**src/rtl/rx_cmd_decoder.sv**
```systemverilog
// UART command decoder: edge-detects rx bytes into a small FIFO and
// executes one queued command every two cycles (flap/pause/restart/level).
module rx_cmd_decoder #(
  parameter int DEPTH   = 4,
  parameter int HOLDOFF = 5000000
) (
  input  logic       clk,
  input  logic       rst,
  input  logic [7:0] rx_byte,
  output logic       flap,
  output logic       game_rst,
  output logic       paused,
  output logic [3:0] level,
  output logic       fifo_full,
  output logic       overflow,
  output logic [7:0] drop_cnt,
  output logic [7:0] unk_cnt
);

  localparam int AW = $clog2(DEPTH);
  localparam int HW = $clog2(HOLDOFF + 1);

  typedef enum logic {IDLE, EXEC} state_t;

  state_t        state;
  logic [7:0]    rx_prev;
  logic [7:0]    cmd_reg;
  logic [7:0]    mem [DEPTH];
  logic [AW-1:0] wr_ptr;
  logic [AW-1:0] rd_ptr;
  logic [AW:0]   count;
  logic [HW-1:0] hold_cnt;

  logic new_byte;
  logic full;
  logic pop;
  logic push;
  logic is_flap;
  logic is_pause;
  logic is_rst;
  logic is_lvl;

  assign new_byte  = (rx_byte != 8'd0) && (rx_byte != rx_prev);
  assign full      = (count == (AW+1)'(DEPTH));
  assign pop       = (state == IDLE) && (count != '0);
  assign push      = new_byte && (!full || pop);
  assign fifo_full = full;

  assign is_flap  = (cmd_reg == 8'h20) || (cmd_reg == 8'h46) ||
                    (cmd_reg == 8'h66);
  assign is_pause = (cmd_reg == 8'h50) || (cmd_reg == 8'h70);
  assign is_rst   = (cmd_reg == 8'h52) || (cmd_reg == 8'h72);
  assign is_lvl   = (cmd_reg >= 8'h30) && (cmd_reg <= 8'h39);

  always_ff @(posedge clk) begin
    if (push) mem[wr_ptr] <= rx_byte;
  end

  always_ff @(posedge clk or posedge rst) begin
    if (rst) begin
      rx_prev  <= '0;
      wr_ptr   <= '0;
      rd_ptr   <= '0;
      count    <= '0;
      overflow <= 1'b0;
    end else begin
      rx_prev <= rx_byte;
      if (push) wr_ptr <= wr_ptr + 1'b1;
      if (pop) rd_ptr <= rd_ptr + 1'b1;
      if (new_byte && !push) overflow <= 1'b1;
      unique case ({push, pop})
        2'b10:   count <= count + 1'b1;
        2'b01:   count <= count - 1'b1;
        default: count <= count;
      endcase
    end
  end

  always_ff @(posedge clk or posedge rst) begin
    if (rst) begin
      state    <= IDLE;
      cmd_reg  <= '0;
      flap     <= 1'b0;
      game_rst <= 1'b0;
      paused   <= 1'b0;
      level    <= '0;
      hold_cnt <= '0;
      drop_cnt <= '0;
      unk_cnt  <= '0;
    end else begin
      flap     <= 1'b0;
      game_rst <= 1'b0;
      if (hold_cnt != '0) hold_cnt <= hold_cnt - HW'(1);
      unique case (state)
        IDLE: begin
          if (pop) begin
            cmd_reg <= mem[rd_ptr];
            state   <= EXEC;
          end
        end
        EXEC: begin
          state <= IDLE;
          unique case (1'b1)
            is_flap: begin
              if (!paused && hold_cnt == '0) begin
                flap     <= 1'b1;
                hold_cnt <= HW'(HOLDOFF - 1);
              end else if (drop_cnt != 8'hff) begin
                drop_cnt <= drop_cnt + 8'd1;
              end
            end
            is_pause: paused <= ~paused;
            is_rst: begin
              game_rst <= 1'b1;
              paused   <= 1'b0;
              hold_cnt <= '0;
            end
            // 0x30-0x39: low nibble is the digit value
            is_lvl: level <= cmd_reg[3:0];
            default: begin
              if (unk_cnt != 8'hff) unk_cnt <= unk_cnt + 8'd1;
            end
          endcase
        end
        default: state <= IDLE;
      endcase
    end
  end

endmodule
```
**config.mk**
```make
export PLATFORM = sky130hd
export DESIGN_NAME = rx_cmd_decoder
export DESIGN_NICKNAME = d
export VERILOG_FILES = /design/src/rtl/rx_cmd_decoder.sv
export SDC_FILE = /design/constraint.sdc
export NUM_CORES = 1
export LEC_CHECK = 0
export CORE_MARGIN = 1
export CORE_UTILIZATION = 63
export CTS_CLUSTER_SIZE = 10
export DETAILED_ROUTE_END_ITERATION = 7
export GPL_TIMING_DRIVEN = 0
export PLACE_DENSITY = 0.85
export REMOVE_ABC_BUFFERS = 1
export SLEW_MARGIN = 10
export SYNTH_ARGS = -nofsm -noshare
export SYNTH_HDL_FRONTEND = slang
export SYNTH_SLANG_ARGS = --single-unit
```
**constraint.sdc**
```tcl
create_clock -name clk -period 5.75 [get_ports clk]
set_clock_uncertainty 0.05 [all_clocks]
set_input_delay 0.575 -clock clk [delete_from_list [all_inputs] [get_ports clk]]
set_output_delay 0.575 -clock clk [all_outputs]
set_load 0.02 [all_outputs]
```
==> metrics.md <==
| Metric | Value |
|---|---|
| DR vias | between 2000 and 3000 |
| Worst hold path class | input pin to async pin |
| Seq pwr share | 0.488 |
| Gr ovfl total | 0 |
| Slowest CP cell | nor4_1 |
| Buffers on Ports | 34 |
| Number of buffers created by CTS | 9 |
| Slew HR | 0.215 |
| Global-route wire length before repair | 13900 um |
| Final wirelength | 8430 um |
| # Post-CTS Setup Buffers | 0 |
| Post-Route Setup TNS | 0 ns |
| CTS H-Tree Depth | 3 |
| Pre-antenna DRT Iters | 4 |
| Vias in the first global route | 2860 |
| Net Sw Power | roughly 1 mW |
| Yosys reg bits | 103 |
| Mapped Area | 4710 um^2 |
| Die W | 88.5 um |
| Clk Latency, worst-skew pair | about 0.37 ns |
| CTS sink count | 103 |
| Die Ht | 88.5 um |
| RePlAce Congestion | 0.781 |
| Synth Flop Type | dfrtp_1 |
| Logic pwr share | 0.356 |
| Final setup violation count | 0 |
| Slowest Stage Delay on Critical Path | 0.59 ns |
| GR Util All Layers | 0.241 |
| CP max FO | 7 |
| Slew @ Worst Pin | 1.17 ns |
| Worst setup path start | rx_byte[5] |
| Sw Share | 0.379 |
| Vias per cell | 5.88 |
| Cell internal pwr | 1.66 mW |
| Post-layout min period | 3.09 ns |
| Post-synth EDFFs | 32 |
| CP Capture Type | register |
| Share of post-route cells with drive strength above 1 | 0.149 |
| Outcome | finished clean |
| Residual antenna-violating net count after detailed routing | 0 |
| WS Path Type | input pin to register |
| Max-cap viol count | 0 |
| # diodes | 0 |
| Root buffer cell | clkbuf_8 |
| Largest register FFs | 32 |
| Biggest regs | mem (32), hold_cnt (23) |
| Routed length per instance | between 15 and 20 um |
| CP Launch Type | input pin |
| # rows | 31 |
| Largest net degree at the start of global routing | 57 |
| CTS tree | yes |
| Post-synthesis async set-or-reset flop share | 0.689 |
| Leakage | 2.14 nW |
| P&R area growth vs syn | 13.5% |
| Detail Placement HPWL | 5830 um |
| Period utilisation layout | 0.538 |
| Max-slew violations | 0 |
| Power Dens Cells | ~500 nW/um^2 |
| Initial antenna violation count | 0 |
| Max frequency | ~320 MHz |
| Initial core utilization | 0.650 |
| CP required | 5.96 ns |
| Clk pwr share | 0.156 |
| Mean area per synthesized cell | 13.1 um^2 |
| I/O Pins | 35 |
| Post-CTS Hold Buffers | 0 |
| Sequential element share of the synthesized area | 0.581 |
| CTS max path bufs | 2 |
| Arr. time, crit path | about 3.3 ns |
| RSZ-0062 raised after global routing | false |
| DRT iter0 DRCs | 171 |
| Die area | 7830 um^2 |
| Largest Register | mem |
| Core area | 7250 um^2 |
| Reg2Reg Launch Point | state |
| Crit-path cells | clkdlybuf4s50_1, xor2_1, nor4_1, a21o_1, nand2_1, fa_1, a2111oi_0, a31oi_1, xnor2_1 |
| Fill cell count | between 500 and 600 |
| DRC violation count after routing | 0 |
| Layout Nets | 416 |
| Maximum vdd drop | 364 uV |
| Hold Fails Final Rpt | 0 |
| PostCTS Resize Cnt | 0 |
| Cell variety after synth | 59 |
| Yosys warnings | 0 |
| Syn Inst Count | 359 |
| Clk slew on worst S/H paths | 0.10 ns |
| Final core utilization | 0.738 |
## cells by family (layout without fill, tap and decap cells)
group,after synthesis,count (layout),share of synthesized area
AND/OR/NAND/NOR,113,113,0.157
XOR/XNOR,41,41,0.0762
AO/OA/AOI/OAI,47,47,0.0619
adder cells (fa/ha/maj),9,9,0.0255
multiplexers,27,27,0.0831
buffers and inverters,19,62,0.0159
flip-flops,103,103,0.581
## layout by cell type, fill, tap and decap left out, drive strengths merged, types with 4 or more instances in the layout
cell	Yosys	routed
dfrtp	71	71
clkdlybuf4s50	0	34
xor2	33	33
edfxtp	32	32
nor2	25	25
o21ai	24	24
mux2	17	17
nand2	14	14
inv	11	14
nand3	13	13
nor4	13	13
clkbuf	5	9
nand4	9	9
mux4	8	8
xnor2	8	8
ha	8	8
nor3	7	7
o211ai	5	5
and2	5	5
or4	5	5
and3	4	4
a21oi	4	4
## critical path, delay by kind of cell
family	cells	cell delay, ns
fa+ha+maj	1	0.44
buf+inv	1	0.56
xor+xnor	2	0.39
simple gates	2	0.67
compound gates	3	0.66
## Yosys cell counts, drive strengths merged (2+ instances only)
cell | n | area (um^2)
a21o | 2 | 15.0
a21oi | 4 | 20.0
a31oi | 2 | 12.5
and2 | 5 | 31.3
and3 | 4 | 25.0
and4 | 2 | 18.8
buf | 3 | 15.0
clkbuf | 5 | 18.8
dfrtp | 71 | 1780
edfxtp | 32 | 961
ha | 8 | 100
inv | 11 | 41.3
mux2 | 17 | 191
mux2i | 2 | 20.0
mux4 | 8 | 180
nand2 | 14 | 60.1
nand2b | 2 | 12.5
nand3 | 13 | 70.1
nand3b | 2 | 15.0
nand4 | 9 | 71.3
nor2 | 25 | 93.8
nor2b | 2 | 12.5
nor3 | 7 | 51.3
nor4 | 13 | 148
o211ai | 5 | 37.5
o21ai | 24 | 120
o31ai | 2 | 15.0
or2 | 2 | 12.5
or3 | 2 | 12.5
or4 | 5 | 42.5
xnor2 | 8 | 70.1
xor2 | 33 | 289
## final cells by class
class                      instances  area [um^2]  area share
timing repair buffer              35          368      0.0687
tap                               99          124      0.0231
clock inverter                     7         53.8      0.0101
sequential                       103         2740       0.512
inverter                          11         43.8     0.00818
multi-input combinational        237         1900       0.355
clock buffer                       9          124      0.0231
## per-layer routing
metal	vias to the layer above	part of all wire	global-route usage	wire, um
li1	1403	-	-	-
met1	1455	0.44	0.327	3710
met2	80	0.50	0.387	4210
met3	6	0.051	0.0457	429
met4	0	0.0094	0.101	79
met5	-	0	0	0
## worst paths after layout
path,endpoint,slack [ns],cells after the start
worst max-delay path,count[2],2.66,9
worst min-delay path,rx_prev[0],0.43,2
worst max register to register,count[2],3.00,6
worst min register to register,unk_cnt[5],0.46,1
max in group asynchronous,cmd_reg[3],4.68,3
min in group clk,unk_cnt[5],0.46,1
## through the flow
stage               std cells  hold slack [ns]  worst slack [ns]  total power [mW]  cell area (um^2)
floorplan                 351            0.431              3.25              1.96              4680
global placement          484            0.413              2.16              2.21              5140
detailed placement        485            0.446              2.34              2.27              5170
CTS                       501            0.424              2.73              2.69              5350
global route              501            0.434              2.50              2.85              5350
finish                    501            0.434              2.66              2.67              5350
## power groups by stage
stage | clock network (mW) | logic, mW | registers, mW
after floorplan | 0 | 0.656 | 1.30
after global placement | 0 | 0.913 | 1.30
after detailed placement | 0 | 0.955 | 1.32
after CTS | 0.423 | 0.962 | 1.30
after global routing | 0.452 | 1.06 | 1.34
final | 0.417 | 0.953 | 1.30
(Power assumes the default switching activity.)
